**src/rtl/flash_prog_ctrl.sv**
```systemverilog
// flash_prog_ctrl: CCTL-mapped ($D5C0-$D5C7) programming sequencer for the
// cartridge's 512 KB JEDEC parallel flash. It issues the unlock/command write
// sequences for byte program, 4 KB sector erase and chip erase, then
// toggle-bit polls DQ6 until the flash finishes or the poll budget runs out.
// Optional feature macro: FLASH_CHIP_ERASE_EN enables CMD $03 (chip erase).
// Without it, $03 is rejected like an unarmed command.
module flash_prog_ctrl #(
    parameter logic [19:0] TIMEOUT_CYCLES = 20'hFFFFF
) (
    input  logic        phi2,
    input  logic        reset_n,
    input  logic        cctl_n,
    input  logic        r_w,
    input  logic [7:0]  cart_a,
    input  logic [7:0]  cart_d_in,
    output logic [7:0]  cart_d_out,
    output logic        cart_d_oe,
    output logic [18:0] fl_a,
    input  logic [7:0]  fl_d_in,
    output logic [7:0]  fl_d_out,
    output logic        fl_d_oe,
    output logic        fl_ce_n,
    output logic        fl_oe_n,
    output logic        fl_we_n,
    output logic        fl_own
);

    typedef enum logic [3:0] {
        S_IDLE,
        S_LAUNCH,
        S_W_SETUP,
        S_W_STROBE,
        S_W_HOLD,
        S_P_RD1,
        S_P_RD2,
        S_DONE,
        S_ERR
    } state_t;

    typedef enum logic [1:0] {
        OP_PROGRAM,
        OP_SECTOR,
        OP_CHIP
    } op_t;

    localparam logic [18:0] UNLOCK_A = 19'h05555;
    localparam logic [18:0] UNLOCK_B = 19'h02AAA;

    state_t      state;
    op_t         op;
    logic [18:0] addr_reg;
    logic [7:0]  data_reg;
    logic        armed;
    logic        busy;
    logic        err;
    logic        done;
    logic [2:0]  wr_idx;
    logic [19:0] poll_cnt;
    logic        dq6_first;

    logic        reg_sel;
    logic        reg_wr;
    logic        cmd_wr;
    logic        key_wr;
    logic        cmd_known;
    logic        cmd_ok;
    op_t         cmd_op;
    logic [2:0]  next_idx;
    logic [2:0]  last_idx;
    logic [26:0] seq_next;
    logic [18:0] poll_addr;
    logic        poll_expired;
    logic        unused_fl_bits;

    // Address/data pair of write number idx within the unlock/command sequence.
    function automatic logic [26:0] seq_word(
        input op_t         o,
        input logic [2:0]  idx,
        input logic [18:0] a,
        input logic [7:0]  d
    );
        logic [26:0] w;
        w = {UNLOCK_A, 8'hAA};
        case (idx)
            3'd0: w = {UNLOCK_A, 8'hAA};
            3'd1: w = {UNLOCK_B, 8'h55};
            3'd2: w = (o == OP_PROGRAM) ? {UNLOCK_A, 8'hA0} : {UNLOCK_A, 8'h80};
            3'd3: w = (o == OP_PROGRAM) ? {a, d} : {UNLOCK_A, 8'hAA};
            3'd4: w = {UNLOCK_B, 8'h55};
            3'd5: begin
`ifdef FLASH_CHIP_ERASE_EN
                w = (o == OP_CHIP) ? {UNLOCK_A, 8'h10} : {a[18:12], 12'h000, 8'h30};
`else
                w = {a[18:12], 12'h000, 8'h30};
`endif
            end
            default: w = {UNLOCK_A, 8'hAA};
        endcase
        return w;
    endfunction

    assign reg_sel   = ~cctl_n & (cart_a[7:3] == 5'b11000);
    assign reg_wr    = reg_sel & ~r_w;
    assign cmd_wr    = reg_wr & (cart_a[2:0] == 3'd4);
    assign key_wr    = reg_wr & (cart_a[2:0] == 3'd5);
    assign cart_d_oe = reg_sel & r_w;

    // Only DQ6 carries the toggle bit; the rest of the flash read byte is ignored.
    assign unused_fl_bits = ^{fl_d_in[7], fl_d_in[5:0]};

    assign next_idx  = (state == S_W_HOLD) ? (wr_idx + 3'd1) : 3'd0;
    assign last_idx  = (op == OP_PROGRAM) ? 3'd3 : 3'd5;
    assign seq_next  = seq_word(op, next_idx, addr_reg, data_reg);

`ifdef FLASH_CHIP_ERASE_EN
    assign poll_addr = (op == OP_CHIP) ? UNLOCK_A : addr_reg;
`else
    assign poll_addr = addr_reg;
`endif

    // The cycle spent in P_RD2 counts toward the budget, hence the +1.
    assign poll_expired = ({1'b0, poll_cnt} + 21'd1) >= {1'b0, TIMEOUT_CYCLES};

    // Classify a CMD write: known opcodes, and which of them may run.
    always_comb begin
        cmd_known = 1'b0;
        cmd_ok    = 1'b0;
        cmd_op    = OP_PROGRAM;
        case (cart_d_in)
            8'h01: begin
                cmd_known = 1'b1;
                cmd_ok    = 1'b1;
                cmd_op    = OP_PROGRAM;
            end
            8'h02: begin
                cmd_known = 1'b1;
                cmd_ok    = 1'b1;
                cmd_op    = OP_SECTOR;
            end
            8'h03: begin
                cmd_known = 1'b1;
`ifdef FLASH_CHIP_ERASE_EN
                cmd_ok    = 1'b1;
                cmd_op    = OP_CHIP;
`endif
            end
            default: begin
                cmd_known = 1'b0;
            end
        endcase
    end

    // Register read mux for the CCTL window.
    always_comb begin
        cart_d_out = 8'h00;
        if (reg_sel) begin
            case (cart_a[2:0])
                3'd0:    cart_d_out = addr_reg[7:0];
                3'd1:    cart_d_out = addr_reg[15:8];
                3'd2:    cart_d_out = {5'b00000, addr_reg[18:16]};
                3'd3:    cart_d_out = data_reg;
                3'd4:    cart_d_out = {busy, err, 5'b00000, done};
                3'd5:    cart_d_out = {7'b0000000, armed};
                default: cart_d_out = 8'h00;
            endcase
        end
    end

    // ADDR/DATA registers; frozen whenever an operation is in flight.
    always_ff @(posedge phi2 or negedge reset_n) begin
        if (!reset_n) begin
            addr_reg <= '0;
            data_reg <= '0;
        end else if (reg_wr && (state == S_IDLE)) begin
            case (cart_a[2:0])
                3'd0:    addr_reg[7:0]   <= cart_d_in;
                3'd1:    addr_reg[15:8]  <= cart_d_in;
                3'd2:    addr_reg[18:16] <= cart_d_in[2:0];
                3'd3:    data_reg        <= cart_d_in;
                default: ;
            endcase
        end
    end

    // Sequencer FSM: command acceptance, bus write cycles, toggle-bit polling,
    // status flags and all registered flash-side outputs.
    always_ff @(posedge phi2 or negedge reset_n) begin
        if (!reset_n) begin
            state     <= S_IDLE;
            op        <= OP_PROGRAM;
            armed     <= 1'b0;
            busy      <= 1'b0;
            err       <= 1'b0;
            done      <= 1'b0;
            wr_idx    <= 3'd0;
            poll_cnt  <= '0;
            dq6_first <= 1'b0;
            fl_a      <= '0;
            fl_d_out  <= '0;
            fl_d_oe   <= 1'b0;
            fl_ce_n   <= 1'b1;
            fl_oe_n   <= 1'b1;
            fl_we_n   <= 1'b1;
            fl_own    <= 1'b0;
        end else begin
            case (state)
                S_IDLE: begin
                    if (cmd_wr) begin
                        if (cmd_ok && armed) begin
                            op    <= cmd_op;
                            armed <= 1'b0;
                            done  <= 1'b0;
                            err   <= 1'b0;
                            state <= S_LAUNCH;
                        end else if (cmd_known) begin
                            armed <= 1'b0;
                            done  <= 1'b0;
                            err   <= 1'b1;
                        end
                    end else if (key_wr) begin
                        armed <= (cart_d_in == 8'hA5);
                    end
                end
                S_LAUNCH: begin
                    busy     <= 1'b1;
                    fl_own   <= 1'b1;
                    wr_idx   <= 3'd0;
                    fl_a     <= seq_next[26:8];
                    fl_d_out <= seq_next[7:0];
                    fl_d_oe  <= 1'b1;
                    fl_ce_n  <= 1'b0;
                    fl_oe_n  <= 1'b1;
                    fl_we_n  <= 1'b1;
                    state    <= S_W_SETUP;
                end
                S_W_SETUP: begin
                    fl_we_n <= 1'b0;
                    state   <= S_W_STROBE;
                end
                S_W_STROBE: begin
                    fl_we_n <= 1'b1;
                    state   <= S_W_HOLD;
                end
                S_W_HOLD: begin
                    if (wr_idx == last_idx) begin
                        fl_a     <= poll_addr;
                        fl_d_oe  <= 1'b0;
                        fl_oe_n  <= 1'b0;
                        poll_cnt <= '0;
                        state    <= S_P_RD1;
                    end else begin
                        wr_idx   <= next_idx;
                        fl_a     <= seq_next[26:8];
                        fl_d_out <= seq_next[7:0];
                        state    <= S_W_SETUP;
                    end
                end
                S_P_RD1: begin
                    dq6_first <= fl_d_in[6];
                    poll_cnt  <= poll_cnt + 20'd1;
                    state     <= S_P_RD2;
                end
                S_P_RD2: begin
                    poll_cnt <= poll_cnt + 20'd1;
                    if (dq6_first == fl_d_in[6]) begin
                        fl_ce_n <= 1'b1;
                        fl_oe_n <= 1'b1;
                        state   <= S_DONE;
                    end else if (poll_expired) begin
                        fl_ce_n <= 1'b1;
                        fl_oe_n <= 1'b1;
                        state   <= S_ERR;
                    end else begin
                        state <= S_P_RD1;
                    end
                end
                S_DONE: begin
                    done   <= 1'b1;
                    busy   <= 1'b0;
                    fl_own <= 1'b0;
                    state  <= S_IDLE;
                end
                S_ERR: begin
                    err    <= 1'b1;
                    done   <= 1'b0;
                    busy   <= 1'b0;
                    fl_own <= 1'b0;
                    state  <= S_IDLE;
                end
                default: begin
                    state <= S_IDLE;
                end
            endcase
        end
    end

endmodule

```
**config.mk**
```make
export PLATFORM = sky130hd
export DESIGN_NAME = flash_prog_ctrl
export DESIGN_NICKNAME = d
export VERILOG_FILES = /design/src/rtl/flash_prog_ctrl.sv
export SDC_FILE = /design/constraint.sdc
export NUM_CORES = 1
export LEC_CHECK = 0
export ABC_AREA = 1
export BUFFER_PORTS_ARGS = -buffer_cell sky130_fd_sc_hd__buf_2
export CELL_PAD_IN_SITES_DETAIL_PLACEMENT = 0
export CELL_PAD_IN_SITES_GLOBAL_PLACEMENT = 1
export CORE_MARGIN = 8
export CORE_UTILIZATION = 40
export DETAILED_ROUTE_END_ITERATION = 8
export GPL_TIMING_DRIVEN = 0
export PLACE_DENSITY = 0.79
export SYNTH_ARGS = -nofsm -noshare
export SYNTH_HDL_FRONTEND = slang
export SYNTH_SLANG_ARGS = --single-unit
export TNS_END_PERCENT = 20
```
**constraint.sdc**
```tcl
create_clock -name phi2 -period 2.65 [get_ports phi2]
set_input_delay 0.53 -clock phi2 [delete_from_list [all_inputs] [get_ports phi2]]
set_output_delay 0.53 -clock phi2 [all_outputs]
set_load 0.05 [all_outputs]
```
Yosys cells after proc, flatten, opt, wreduce, memory -nomap -nowiden
Index checks and enable logic that the tools add are counted.
- word-level logic and storage cells: 138
- register bits: 92
- output and inout bits: 41
- input port bits: 28
- $lt $le $gt $ge: 1
- $add $sub $neg: 3
- muxes and demuxes: 42
- bitwise logic cells: 7
- reductions and logical operators: 34
- eq/ne operators: 32
- operators with widths (operator ; count):
    27-bit one-hot mux with 4 select lines ; 1
    8-bit one-hot mux with 6 select lines ; 1
    20-bit one-hot mux with 2 select lines ; 1
    19-bit one-hot mux with 2 select lines ; 1
    4-bit one-hot mux with 7 select lines ; 1
    27-bit 2-to-1 mux ; 1
    20-bit by 1-bit adder with 21-bit output (second input constant) ; 1
    21-bit by 20-bit >= comparator with 1-bit output (second input constant) ; 1
    20-bit by 1-bit adder with 20-bit output (second input constant) ; 1
    20-bit 2-to-1 mux ; 1
    19-bit 2-to-1 mux ; 1
    2-bit AND reduction ; 9
    4-bit by 3-bit equality test with 1-bit output (second input constant) ; 4
    8-bit by 2-bit equality test with 1-bit output (second input constant) ; 2
    4-bit 2-to-1 mux ; 4
    8-bit 2-to-1 mux ; 2
    8-bit one-hot mux with 2 select lines ; 1
    3-bit AND reduction ; 5
    1-bit 2-to-1 mux ; 14
    2-bit nonzero test ; 7
    3-bit by 2-bit equality test with 1-bit output (second input constant) ; 4
    3-bit equality test (second input constant) ; 4
    3-bit 2-to-1 mux ; 4
    1-bit one-hot mux with 2 select lines ; 5
    other kinds (27) ; 43

Depth between registers and ports, before layout
- depth in word-level cells: 7
- mapped depth: 18
- depth with buffers taken out: 18

Worst setup path before layout
Ideal clock, no wire load.
- kind: input port to output port
- from: input cart_a[2]
- to: output cart_d_out[0]
- arrival: 2.002 ns
- setup slack: 0.118 ns
- buffers on the path: 0
- cell stages on the path: 7
- data required time: 2.120 ns
- path through: inv_1 > nand2_1 > nor2_1 > inv_1 > o21ai_0 > a221oi_1 > a31oi_1
- cells in the longest elaborated chain, start to end: 3
- elaborated cells between the ends (all ways): 8
- classes of those cells: eq/ne (5); mux (2); reduce/logical (1)
- RTL lines (what ; RTL line ; source):
    start: declaration ; 14 ; input logic [7:0] cart_a,
    3-bit equality test (tied with other cells) ; 157 ; case (cart_a[2:0])
    8-bit one-hot mux with 6 select lines * ; 157 ;
    8-bit 2-to-1 mux * ; 156 ; if (reg_sel) begin
    end: declaration ; 16 ; output logic [7:0] cart_d_out,
Every way passes the cells marked *; elsewhere a longest branch is shown, timed or not.

Final worst setup path
Ends and elaborated chain as after synthesis.

==> metrics.yaml <==
cts_resized: 1
yosysWarnings: 0
fillers: 1225
die_h_um: 127
r2r_slack_ns: 0.35
die-area_um2: 16300
synthFlopType: "dfrtp_1"
cts_tree: "yes"
insertion_delay_ns: 0.35
hold_viol: 0
largest_reg_flops: 20
drv_cap: 0
post-place-ws_ns: -0.0156
synth_top_cell_by_area: "dfrtp_1"
syn_area_um2: 4970
grt_max_degree: 63
grt_usage_pct: 17.7
netlist.area_leader.share_pct: 44.3
synth_fp_nets: 696
crit_type: "in2out"
synth-edff-count: 0
r2r-end: "state[0]$_DFFE_PN0P_"
place_hpwl_um: 10800
via_per_inst: 5.13
clock_sinks: 91
arrival_ns: 1.99
io_buffer_count: 61
die_width_um: 127
p_per_area_nw_per_um2: 909
dpl-instance-area_um2: 5520
slew_violations: 0
crit_required_ns: 2.12
synth_seq_area_share_pct: 45.9
maxSlewHeadroom_pct: 59.6
r2r_cells: 15
status: "complete, no violations"
drt_iter0_drc: 284
synth-seq-cells: 91
r2r_start: "poll_cnt[0]$_DFFE_PN0P_"
ir_drop_mv: 0.392
fin_cells: 911
cp-end-kind: "output port"
setup_slack_ns: 0.128
dp_cells: 895
drtAntennaViolNets: 0
io_pins: 69
overflow: 0
grt_pass1_vias: 4586
min_period_ns: 2.52
rows: 40
drc_errors: 0
fin_crit_sh_pct: 95.2
utilization_pct: 48.2
max_freq_ghz: 0.396
cts-buffers-inserted: 9
clk_pin_slew_ns: 0.07
drt_wl_total_um: 14100
initial_core_util_pct: 41.2
cts_setup_buffers: 0
cts_buffer_depth: 2
core_area_um2: 12100
globalplace.congestion: 0.867
root_buffer: "clkbuf_16"
layout-drive-gt1-share_pct: 16.3
async_flop_share_pct: 100
whs_ns: 0.108
multiInputGateArea_um2: 2310
tightest_slew_ns: 0.607
setup_viol: 0
ff_latch_area_um2: 2280
syn_to_final_growth_pct: 16.9
path_max_fanout: 7
routed-via-count: 4674
ys_types: 42
finalClockSkew_ns: 0.00634
h-tree-depth: 3
ctsHoldBuffers: 0
grt_first_pass_wirelength_um: 23000
syn-instance-count: 665
synthTopCellsByArea: "dfrtp_1, nand2_1, inv_1"
synth_area_per_cell_um2: 7.48
fin_setup_tns_ns: 0
min_path_type: "in2async"
rsz0062_at_grt: "yes"
cp-start-kind: "input port"
wl_per_cell_um: 15.4
finalNetCount: 769
first_pass_iters: 6
p_leak_nw: 2.74
total_power_mw: 5.28
final_area_um2: 5810
antenna_found_initial: 1
==> worst max-delay path: stages <==
cell and delay, ns:
buf_2 0.11, inv_1 0.06, nand2_1 0.08, nor2_2 0.27
inv_1 0.15, o21ai_0 0.23, a221oi_1 0.08, a31oi_1 0.20
clkbuf_4 0.28
==> where the power goes <==
group | total [mW] | switching, mW | internal, mW
logic | 2.14 | 1.60 | 0.541
clock network | 1.26 | 0.548 | 0.710
registers | 1.88 | 0.191 | 1.69
==> layout by cell type, fill, tap and decap left out, types with 3 or more instances in the layout <==
cell type | netlist | final
buf_2 | 4 | 63
nor3_1 | 8 | 8
dfstp_2 | 3 | 3
nor2_4 | 4 | 4
nor2_2 | 7 | 8
clkbuf_16 | 0 | 9
a21oi_1 | 12 | 12
o21ai_1 | 10 | 10
o22ai_1 | 22 | 22
nor2_1 | 67 | 66
a41oi_1 | 6 | 6
a31oi_1 | 7 | 7
clkbuf_8 | 0 | 3
nand3_1 | 39 | 39
clkbuf_1 | 8 | 8
inv_2 | 5 | 5
o21ai_0 | 58 | 58
ha_1 | 3 | 3
nand4_1 | 7 | 7
dfrtp_1 | 88 | 88
a221oi_1 | 3 | 3
nand2_2 | 11 | 11
inv_1 | 78 | 78
nand2_1 | 187 | 187
==> area by class of cell <==
cell class | instances | share of cell area, %
clock buffers | 12 | 4.58
multi-input cells | 475 | 39.7
flip-flops and latches | 91 | 39.2
well taps | 168 | 3.62
diodes | 1 | 0.0430
repair buffers | 62 | 5.81
clock inverters | 3 | 0.387
inverters | 86 | 5.60
plain buffers | 13 | 1.05
==> how the worst max path moves through the flow <==
stage                               end       from  depth (start not counted)
final                     cart_d_out[0]  cart_a[2]                          9
after global routing      cart_d_out[2]  cart_a[5]                          7
after global placement    cart_d_out[0]  cart_a[2]                          9
after CTS                 cart_d_out[1]  cart_a[5]                          7
after detailed placement  cart_d_out[0]  cart_a[2]                          9
after floorplan           cart_d_out[0]  cart_a[2]                          7
==> cell usage after synthesis, types with 6 or more instances <==
master,number
a21oi_1,12
a31oi_1,7
a41oi_1,6
clkbuf_1,8
dfrtp_1,88
inv_1,78
nand2_1,187
nand2_2,11
nand3_1,39
nand4_1,7
nor2_1,67
nor2_2,7
nor3_1,8
o21ai_0,58
o21ai_1,10
o22ai_1,22
==> logic make-up after synthesis <==
logic type / share of synthesized area [%]
AOI/OAI and AO/OA: 14.8
xor gates and xnor gates: 0.856
adders and majority gates: 0.755
buffers and inverters: 7.78
DFF: 45.9
and+or+nand+nor: 30.0
==> layer usage <==
layer | GRT usage, % | up-vias | wire, um
met5 | 0 | - | 12
met4 | 6.86 | 2 | 251
met3 | 3.62 | 18 | 743
met2 | 27.5 | 111 | 6390
met1 | 23.7 | 2214 | 6670
li1 | - | 2329 | -
No activity file was read; power rests on OpenSTA's default activity.
